--- src/rtl/parity_rotator.sv ---
// Parity-feedback rotating register: each step overwrites the bit at a rotating
// index with the (optionally inverted) parity of the whole register.
module parity_rotator #(
  parameter int               WIDTH       = 4,
  parameter logic [WIDTH-1:0] INIT        = {WIDTH{1'b1}},
  parameter int               COUNT_WIDTH = 16,
  localparam int              IW          = $clog2(WIDTH)
) (
  input  logic                   clock,
  input  logic                   reset,
  input  logic                   enable,
  input  logic                   load,
  input  logic [WIDTH-1:0]       load_value,
  input  logic                   invert,
  output logic [WIDTH-1:0]       state,
  output logic [IW-1:0]          index,
  output logic                   parity,
  output logic                   wrap,
  output logic                   match,
  output logic [COUNT_WIDTH-1:0] period,
  output logic                   period_valid
);

  logic [WIDTH-1:0]       start_state;
  logic [COUNT_WIDTH-1:0] steps;

  logic [WIDTH-1:0]       state_step;
  logic [IW-1:0]          index_step;
  logic [COUNT_WIDTH-1:0] steps_step;
  logic                   last_index;
  logic                   is_return;

  assign parity = ^state ^ invert;

  // Candidate next values for an enabled step; index wraps explicitly so that
  // non-power-of-two widths never address a missing bit.
  always_comb begin
    state_step        = state;
    state_step[index] = parity;
    last_index        = (index == IW'(WIDTH - 1));
    index_step        = last_index ? '0 : index + IW'(1);
    steps_step        = (&steps) ? steps : steps + COUNT_WIDTH'(1);
    is_return         = (state_step == start_state) && (index_step == '0);
  end

  always_ff @(posedge clock) begin
    if (reset) begin
      state        <= INIT;
      start_state  <= INIT;
      index        <= '0;
      steps        <= '0;
      period       <= '0;
      period_valid <= 1'b0;
      wrap         <= 1'b0;
      match        <= 1'b0;
    end else if (load) begin
      state        <= load_value;
      start_state  <= load_value;
      index        <= '0;
      steps        <= '0;
      period       <= '0;
      period_valid <= 1'b0;
      wrap         <= 1'b0;
      match        <= 1'b0;
    end else if (enable) begin
      state <= state_step;
      index <= index_step;
      steps <= steps_step;
      wrap  <= last_index;
      match <= is_return;
      // Only the first return after reset/load latches the period.
      if (is_return && !period_valid) begin
        period       <= steps_step;
        period_valid <= 1'b1;
      end
    end else begin
      wrap  <= 1'b0;
      match <= 1'b0;
    end
  end

endmodule

--- config.mk ---
export PLATFORM = sky130hd
export DESIGN_NAME = parity_rotator
export DESIGN_NICKNAME = d
export VERILOG_FILES = /design/src/rtl/parity_rotator.sv
export SDC_FILE = /design/constraint.sdc
export NUM_CORES = 1
export LEC_CHECK = 0
export ABC_CLOCK_PERIOD_IN_PS = 2000
export BUFFER_PORTS_ARGS = -buffer_cell sky130_fd_sc_hd__buf_4
export CAP_MARGIN = 20
export CORE_AREA = 2 2 73 75
export DETAILED_ROUTE_END_ITERATION = 16
export DIE_AREA = 0 0 75 77
export PLACE_DENSITY = 0.81
export SYNTH_ARGS = -nofsm -noshare
export SYNTH_HDL_FRONTEND = slang
export SYNTH_SLANG_ARGS = --single-unit
--- constraint.sdc ---
create_clock -name clock -period 2 [get_ports clock]
set_input_delay 0.1 -clock clock [delete_from_list [all_inputs] [get_ports clock]]
set_output_delay 0.1 -clock clock [all_outputs]
set_load 0.02 [all_outputs]
==> results of run 1 <==
[area by class of cell]
| class | instances | area (um^2) |
|---|---|---|
| multi-input cells | 222 | 1540 |
| clock inverters | 3 | 25.0 |
| repair buffers | 57 | 474 |
| flip-flops and latches | 45 | 912 |
| well taps | 70 | 87.6 |
| fillers | 405 | 1850 |
| inverters | 5 | 21.3 |
| clock buffers | 5 | 68.8 |
[layer usage]
metal | vias to the layer above | part of all wire
met3 | 17 | 0.061
met5 | - | 0
met2 | 93 | 0.48
met1 | 1106 | 0.43
li1 | 1124 | -
met4 | 0 | 0.032
[registers in the layout (all words and copies together) (netlist names)]
register,cells
index,2
match,1
period,16
period_valid,1
start_state,4
state,4
steps,16
wrap,1
[placed cells by master, fill, tap and decap left out, types with 5 or more instances in the layout]
master    netlist  final
a211o_1         5      6
a211oi_1        7      6
a21oi_1        34     29
a21oi_2         2      6
and4_1          6      5
buf_4           1     53
clkbuf_8        0      5
dfxtp_1        45     40
mux2i_1         9      7
nand2_1        18     18
nand3_1        17     17
nand4_1         5      5
nor2_1         26     26
nor2b_1         5      5
o21ai_0        15      7
o21ai_1         1      9
xnor2_1        14     11
xor2_1         11     11
[cells by family after synthesis]
kind of cell / after synthesis / synth area share
fa+ha+maj: 5 / 0.0254
xor+xnor: 27 / 0.102
flops: 45 / 0.366
mux: 10 / 0.0412
buf+inv: 27 / 0.0544
compound gates: 79 / 0.205
simple gates: 99 / 0.206
[final timing paths]
check               to  slack, ns  depth (start not counted)     startpoint
max          period[4]      -0.11                         10       index[0]
min           state[2]       0.02                          2  load_value[2]
max reg2reg  period[4]      -0.11                         10       index[0]
min reg2reg  period[6]       0.49                          2      period[6]
[stage by stage]
stage / instance area (um^2) / hold slack [ns] / setup WS (ns) / TNS (ns)
after floorplan: 2470 / 0.222 / 0.00337 / 0
after global placement: 2860 / 0.320 / 0.0232 / 0
after detailed placement: 2860 / 0.324 / -0.0224 / -0.141
after CTS: 2970 / 0.0174 / 0.0166 / 0
after global routing: 3130 / 0.00838 / -0.195 / -2.06
final: 3130 / 0.0184 / -0.114 / -0.846
[power breakdown]
group          switching, W  total (W)  internal [W]
sequential        0.0000200   0.000929      0.000909
combinational      0.000225   0.000421      0.000196
clock              0.000335   0.000588      0.000252
total              0.000580    0.00194       0.00136
[what timing repair did]
action / 4_1_cts / 5_1_grt
pin swaps: 0 / 13
buffers inserted: 0 / 3
gates cloned: 1 / 2
endpoints found under the setup margin: 9 / 17
hold buffers: 0 / 0
gates resized for setup: 1 / 36
[critical path: cells and delay by family, from the launching register on]
kind | cells | cell delay, ns
simple gates | 1 | 0.17
compound gates | 2 | 0.29
mux | 2 | 0.38
xor+xnor | 1 | 0.17
flops | 1 | 0.38
buf+inv | 3 | 0.38
fa+ha+maj | 1 | 0.20
==> impl_metrics.ini, run 1 <==
[timing]
clock-skew-final_ns = 0.00782
finalWorstPathRequiredPeriod_ns = 2.11
report.final.hold_viol_count = 0
tightestPinTransition_ns = 0.723
worst_slack_ns = -0.114
finalCritPeriodShare = 1.06
setup_viol = 16
remaining_max_slew_budget_at_the_tightest_pin = 0.518
final_max_slew_viol_count = 0
fmaxAchievable_mhz = 473
rsz0062_at_grt = yes

[power]
power.density_cell_area_mw_per_mm2 = 619
cellLeakagePower_nw = 1.17
ir_drop_v = 0.000298
power.total_w = 0.00194

[cells_and_area]
area_growth_from_synthesis_to_final_layout_pct = 27.3
finalNonFillerCells = 407
finalNetCount = 350
insertedDiodeCount = 0
drive_gt1_frac = 0.312
layout.core_utilization = 0.629

[global_routing]
gr_overflow_total = 0
grt_start_max_net_pins = 36
antenna_found_initial = 0
grt_pass1_wl_mm = 9.92
first_global_vias = 2149
gr-usage-all-layers = 0.216
grt_use_met3 = 0.0539
globalRouteMet1Util = 0.295
grt_busiest_layer = met2
grtUsageMet2 = 0.333

[synthesis]
synth_largest_type_area_fraction = 0.366
synth.lib_cells_used.distinct = 45
synth_flop_cell = dfxtp_1
synth_warnings = 0
post_synthesis_cell_area_mm2 = 0.00246
synthArstFlopShare = 0
sequential_area_share_after_synthesis = 0.366
synth_seq_cells = 45
top_post_synthesis_cells_by_count = dfxtp_1 (45), a21oi_1 (34), nor2_1 (26), nand2_1 (18), nand3_1 (17)
syn_inst = 292
post-synth-top-count-cell = dfxtp_1
yosys-top-cells-area = dfxtp_1 (37%), a21oi_1 (6.9%), xnor2_1 (5.0%)
synth_area_leader_cell = dfxtp_1
synth.net_count = 306
synthesis.area_per_instance_um2 = 8.42
synth_edf_count = 0

[setup_path]
critical-path-slowest-cell = dfxtp_4
critical_path.max_fanout = 9
setup.worst_path.class = reg -> reg
critPathLaunchType = flip-flop
critical_path_max_stage_delay_ns = 0.38
worstPathCellList = inv_4 -> buf_4 -> ha_2 -> xnor2_2 -> mux2i_1 -> mux2i_2 -> nand3_1 -> buf_4 -> o21ai_1 -> a21oi_1
critPathMostFrequentCell = buf_4
worstPathArrival_ns = 2.27
worst_setup_path_end_kind = flip-flop
crit_required_ns = 2.16

[cts]
count_of_h_tree_levels_built_during_cts = 2
insertion_delay_ns = 0.30
cts.reportedPaths.clkPinSlew_ns = 0.09
clock_sinks = 45
cts_root_buf = clkbuf_8
cts_tree = yes
cts-buffers-inserted = 5
clk_path_buf_depth = 2

[routing]
routed_wirelength_mm = 6.44
drt-vias-per-instance = 5.75
drt.antenna.violating_nets = 0
firstDrtPassIters = 5
detailed_route_wire_length_per_cell_um = 15.8
drt_first_iter_violations = 205
routed-via-count = 2340
drc = 0

[placed_design]
dpl.hpwl_mm = 4.05
placed_cells_incl_taps = 393
io_buffer_count = 34
gp_routability_congestion = 0.785

[outcome]
violations = setup timing
run_status = finished with violations

[die]
fp.dieArea_mm2 = 0.00578
num_io_pins = 35
core_area_mm2 = 0.00498
die_width_um = 75
initial_core_util = 0.494
die_h_um = 77
rows = 26

[worst_hold_path]
hold_class = in -> reg

[job]
max_cap_violations = 0
Note: power is estimated with default switching activity, not from simulation.
==> run 2, diff against run 1 <==
==> config.mk (replaced) <==
export PLATFORM = sky130hd
export DESIGN_NAME = parity_rotator
export DESIGN_NICKNAME = d
export VERILOG_FILES = /design/src/rtl/parity_rotator.sv
export SDC_FILE = /design/constraint.sdc
export NUM_CORES = 1
export LEC_CHECK = 0
export ABC_CLOCK_PERIOD_IN_PS = 2100
export BUFFER_PORTS_ARGS = -buffer_cell sky130_fd_sc_hd__buf_4
export CAP_MARGIN = 20
export CORE_AREA = 2 2 69 71
export DETAILED_ROUTE_END_ITERATION = 16
export DIE_AREA = 0 0 71 73
export PLACE_DENSITY = 0.86
export SYNTH_ARGS = -nofsm -noshare
export SYNTH_HDL_FRONTEND = slang
export SYNTH_SLANG_ARGS = --single-unit
==> constraint.sdc (replaced) <==
create_clock -name clock -period 2.1 [get_ports clock]
set_input_delay 0.105 -clock clock [delete_from_list [all_inputs] [get_ports clock]]
set_output_delay 0.105 -clock clock [all_outputs]
set_load 0.02 [all_outputs]
==> run 2 against run 1 <==
- highest routed layer unchanged
- critical path type unchanged
- die area fell by 10%
- clock-buffer cell count unchanged
- critical endpoint is now period[3]
- the run now ends clean
- maximum frequency increased by 1.5%
- global-route usage grew 1.4 points
- non-clock buffer count shrank 6
==> impl_metrics.ini, run 2 (same netlist as run 1, synthesis figures left out) <==
[power]
power.internal_w = 0.00125
power.density_cell_area_mw_per_mm2 = 596
share_comb_of_total_power = 0.190
seqPwrFrac = 0.494
power.share.switching = 0.302
cellLeakagePower_nw = 1.12
clockPowerShare = 0.316
ir_drop_v = 0.000274
p_sw_w = 0.000540

[placed_design]
io_buffer_count = 34
gp_routability_congestion = 0.875
dpl.hpwl_mm = 4.05
placed_cells_incl_taps = 372

[routing]
drt-vias-per-instance = 6.03
firstDrtPassIters = 5
drc = 0
drt_first_iter_violations = 244
detailed_route_wire_length_per_cell_um = 16.3
routed-via-count = 2316
routed_wirelength_mm = 6.26
drt.antenna.violating_nets = 0

[timing]
report.final.hold_viol_count = 0
remaining_max_slew_budget_at_the_tightest_pin = 0.528
fmaxAchievable_mhz = 480
finalCritPeriodShare = 0.992
clock-skew-final_ns = 0.0127
final_max_slew_viol_count = 0
setup_viol = 0
tightestPinTransition_ns = 0.707
finalWorstPathRequiredPeriod_ns = 2.08
summed_negative_setup_slack_over_all_endpoints_ns = 0

[setup_path]
crit_required_ns = 2.27
worst_setup_path_end_kind = flip-flop
worstPathArrival_ns = 2.25
critPathLaunchType = flip-flop
timing.rr.end = period[3]
setup.worst_path.end = period[3]
critical_path.max_fanout = 8
worstRegToRegCells = 9
startpoint = index[1]
ff2ff_setup_slack_ns = 0.02
worstReg2RegStart = index[1]
setup.worst_path.class = reg -> reg

[cells_and_area]
insertedDiodeCount = 0
layout.cells.most_common = buf_4
drive_gt1_frac = 0.270
fillers = 338
finalNetCount = 343
reg.largest.list = period: 16 flops, steps: 16 flops
area_growth_from_synthesis_to_final_layout_pct = 22.1
most-common-layout-cells = buf_4 (47), dfxtp_1 (42), a21oi_1 (33), nor2_1 (26), nand2_1 (18)
finalNonFillerCells = 384

[global_routing]
first_global_vias = 2033
gr_overflow_total = 0
grt_start_max_net_pins = 36
grt_pass1_wl_mm = 9.52
antenna_found_initial = 0
gr-usage-all-layers = 0.230

[outcome]
run_status = finished clean

[die]
rows = 25
fp.dieArea_mm2 = 0.00518
core_area_mm2 = 0.00454
num_io_pins = 35
die_width_um = 71
die_h_um = 73
initial_core_util = 0.542

[cts]
cts-buffers-inserted = 5
insertion_delay_ns = 0.31
cts_tree = yes
count_of_h_tree_levels_built_during_cts = 2
cts_root_buf = clkbuf_8
clk_path_buf_depth = 2
cts_hold_buf = 0
clock_sinks = 45
cts.reportedPaths.clkPinSlew_ns = 0.09

[worst_hold_path]
hold_class = in -> reg

[job]
max_cap_violations = 0
[run 2: worst min path at each step]
stage | from | endpoint | slack [ns] | cells after the start
floorplan | load_value[1] | start_state[1] | 0.23 | 1
global placement | load_value[2] | state[2] | 0.33 | 2
detailed placement | load_value[2] | state[2] | 0.33 | 2
CTS | load_value[2] | state[2] | 0.02 | 2
global route | load_value[2] | state[2] | 0.02 | 2
finish | load_value[1] | start_state[1] | 0.02 | 2
[run 2: worst max-delay path, stage by stage (launching register included)]
cell      delay (ns)
dfxtp_4         0.36
inv_1           0.08
ha_1            0.26
xor2_1          0.25
o22ai_2         0.11
mux2i_2         0.31
a211oi_4        0.14
buf_12          0.17
a21oi_1         0.22
a211oi_2        0.06
[run 2: area by class of cell]
class / count / area, um^2 / area share
Multi-Input combinational cell: 221 / 1490 / 0.495
Sequential cell: 45 / 907 / 0.302
Timing Repair Buffer: 51 / 429 / 0.143
Clock buffer: 5 / 68.8 / 0.0229
Tap cell: 54 / 67.6 / 0.0225
Clock inverter: 3 / 25.0 / 0.00834
Inverter: 5 / 18.8 / 0.00625
[run 2: metrics by stage]
step	area (um^2)	setup slack, ns	total power [W]	utilization	hold WS (ns)
floorplan	2460	0.0318	0.00111	-	0.227
global placement	2800	0.118	0.00120	0.617	0.326
detailed placement	2800	0.0199	0.00120	0.617	0.334
CTS	2900	0.0157	0.00176	0.640	0.0191
global route	3000	-0.0713	0.00185	0.662	0.0166
finish	3000	0.0178	0.00179	0.662	0.0198
[run 2: power by group through the flow]
stage	combinational, W	sequential (W)	clock, W
floorplan	0.000198	0.000908	0
global placement	0.000294	0.000902	0
detailed placement	0.000302	0.000903	0
CTS	0.000308	0.000883	0.000569
global route	0.000363	0.000885	0.000607
finish	0.000341	0.000884	0.000566
[run 2: layer usage]
layer / wire, um / up-vias / GRT usage
met2: 3090 / 114 / 0.377
li1: - / 1111 / -
met4: 163 / 0 / 0.0776
met1: 2600 / 1072 / 0.301
met3: 404 / 19 / 0.0511
met5: 0 / - / 0
[run 2: repair_timing]
action / in CTS / in global routing
gates cloned: 1 / 1
endpoints found under the setup margin: 9 / 16
resized for setup: 1 / 15
setup buffers: 0 / 2
pin swaps: 2 / 16
==> run 3, diff against run 2 <==
--- a/config.mk
+++ b/config.mk
@@ -8,10 +8,10 @@
 export ABC_CLOCK_PERIOD_IN_PS = 2100
 export BUFFER_PORTS_ARGS = -buffer_cell sky130_fd_sc_hd__buf_4
 export CAP_MARGIN = 20
-export CORE_AREA = 2 2 69 71
+export CORE_AREA = 2 2 50 98
 export DETAILED_ROUTE_END_ITERATION = 16
-export DIE_AREA = 0 0 71 73
-export PLACE_DENSITY = 0.86
+export DIE_AREA = 0 0 52 100
+export PLACE_DENSITY = 0.85
 export SYNTH_ARGS = -nofsm -noshare
 export SYNTH_HDL_FRONTEND = slang
 export SYNTH_SLANG_ARGS = --single-unit
==> run 3 against run 2 <==
- register-to-register slack improved by 0.03 ns
- die area rose by 0.33%
- final area rose by 1.0%
- critical path depth fell by 2
- critical path type unchanged
- largest power group unchanged
- routed wire length fell by 3.5%
- global-route usage rose by 0.062 points
- highest routed layer unchanged
- first-iteration DRC count fell by 51%
- non-clock buffer count fell by 3
- sequential power barely moved
- maximum frequency rose by 1.5%
==> impl_metrics.ini, run 3 (same netlist as run 1, synthesis figures left out) <==
[outcome]
run_status = finished clean

[cells_and_area]
insertedDiodeCount = 0
most-common-layout-cells = buf_4 (44), dfxtp_1 (42), a21oi_1 (32), nor2_1 (26), nand2_1 (18)
seq_area_um2 = 910
reg.largest.list = period: 16 flops, steps: 16 flops
multi_input_comb_area_mm2 = 0.00154
finalNonFillerCells = 382
finalNetCount = 340
fillers = 342
drive_gt1_frac = 0.269
area_growth_from_synthesis_to_final_layout_pct = 23.3
layout.cells.most_common = buf_4

[setup_path]
startpoint = state[0]
worst_setup_path_end_kind = flip-flop
setup.worst_path.class = reg -> reg
worstRegToRegCells = 7
timing.rr.end = period[5]
crit_required_ns = 2.32
worstReg2RegStart = state[0]
critical_path.max_fanout = 18
ff2ff_setup_slack_ns = 0.05
critPathLaunchType = flip-flop
worstPathArrival_ns = 2.27

[worst_hold_path]
hold_path_startpoint = load_value[1]
hold_class = in -> reg
holdPathStages = 2
hold_end = start_state[1]

[placed_design]
gp_routability_congestion = 0.861
dpl.hpwl_mm = 3.96
placed_cells_incl_taps = 370
io_buffer_count = 34
pre_cts_slack_ns = -0.0216

[timing]
tightestPinTransition_ns = 0.713
finalWorstPathRequiredPeriod_ns = 2.05
remaining_max_slew_budget_at_the_tightest_pin = 0.525
final.hold.worst_slack_ns = 0.0193
finalCritPeriodShare = 0.976
fmaxAchievable_mhz = 488
report.final.hold_viol_count = 0
setup_viol = 0
clock-skew-final_ns = 0.00444
final_max_slew_viol_count = 0
worst_slack_ns = 0.0494

[die]
die_h_um = 100
die_width_um = 52
num_io_pins = 35
rows = 35
core_area_mm2 = 0.00451
initial_core_util = 0.545
fp.dieArea_mm2 = 0.00520

[global_routing]
gr-usage-all-layers = 0.231
first_global_vias = 2130
gr_overflow_total = 0
grt_pass1_wl_mm = 9.37
antenna_found_initial = 0
grt_start_max_net_pins = 36

[routing]
drt_first_iter_violations = 120
routed_wirelength_mm = 6.04
routed-via-count = 2294
drt-vias-per-instance = 6.01
detailed_route_wire_length_per_cell_um = 15.8
firstDrtPassIters = 5
drt.antenna.violating_nets = 0
drc = 0

[cts]
clock_sinks = 45
cts.reportedPaths.clkPinSlew_ns = 0.09
cts-buffers-inserted = 5
cts_hold_buf = 0
cts_root_buf = clkbuf_8
cts_tree = yes
count_of_h_tree_levels_built_during_cts = 2
insertion_delay_ns = 0.30
clk_path_buf_depth = 2

[power]
power.total_w = 0.00177
power.density_cell_area_mw_per_mm2 = 584
ir_drop_v = 0.000584
cellLeakagePower_nw = 1.11

[job]
max_cap_violations = 0
-- run 3: changes by cell type in the layout (fill, tap and decap cells not counted), sizes merged --
cell      before  now
clkinvlp       1    3
clkinv         1    0
inv            6    5
buf           50   47
-- run 3: worst max-delay path, cell delays in order (launching register included) --
cell and delay (ns):
dfxtp_1 0.48, xnor2_1 0.18, xnor2_2 0.28, mux2i_1 0.32
and3_1 0.27, buf_12 0.17, a21oi_1 0.08, a211oi_1 0.19
-- run 3: per-stage QoR --
stage	TNS (ns)	utilization	cell area [um^2]
3_3_place_gp	0	0.616	2780
5_1_grt	-0.0872	0.672	3030
4_1_cts	-0.0369	0.637	2880
2_1_floorplan	0	-	2460
3_5_place_dp	-0.0854	0.616	2780
6_report	0	0.672	3030
-- run 3: layout make-up --
type                       count  area share
clock buffer                   5      0.0227
multi-input combinational    221       0.507
sequential                    45       0.300
clock inverter                 3     0.00743
inverter                       5     0.00619
timing repair buffer          48       0.134
tap                           55      0.0227
-- run 3: layer usage --
layer	share of wire	GRT usage
met5	0	0
met3	0.052	0.0476
met1	0.41	0.272
met2	0.51	0.390
met4	0.022	0.101
-- run 3: how the worst max path moves through the flow --
| stage | endpoint | slack (ns) | cells after the start |
|---|---|---|---|
| 2_1_floorplan | period[10] | 0.03 | 9 |
| 3_3_place_gp | period[9] | 0.10 | 8 |
| 3_5_place_dp | period[3] | -0.02 | 8 |
| 4_1_cts | period[1] | -0.01 | 8 |
| 5_1_grt | period[14] | -0.04 | 9 |
| 6_report | period[5] | 0.05 | 7 |
-- run 3: timing repair --
item | in CTS | in global routing
setup endpoints to repair | 9 | 16
setup buffers | 0 | 2
pin swaps | 2 | 13
gates cloned | 1 | 1
resized for setup | 0 | 25
-- run 3: power breakdown --
group | total, W | switching, W | internal [W]
Clock | 0.000541 | 0.000308 | 0.000233
Combinational | 0.000346 | 0.000199 | 0.000148
Sequential | 0.000883 | 0.0000190 | 0.000865
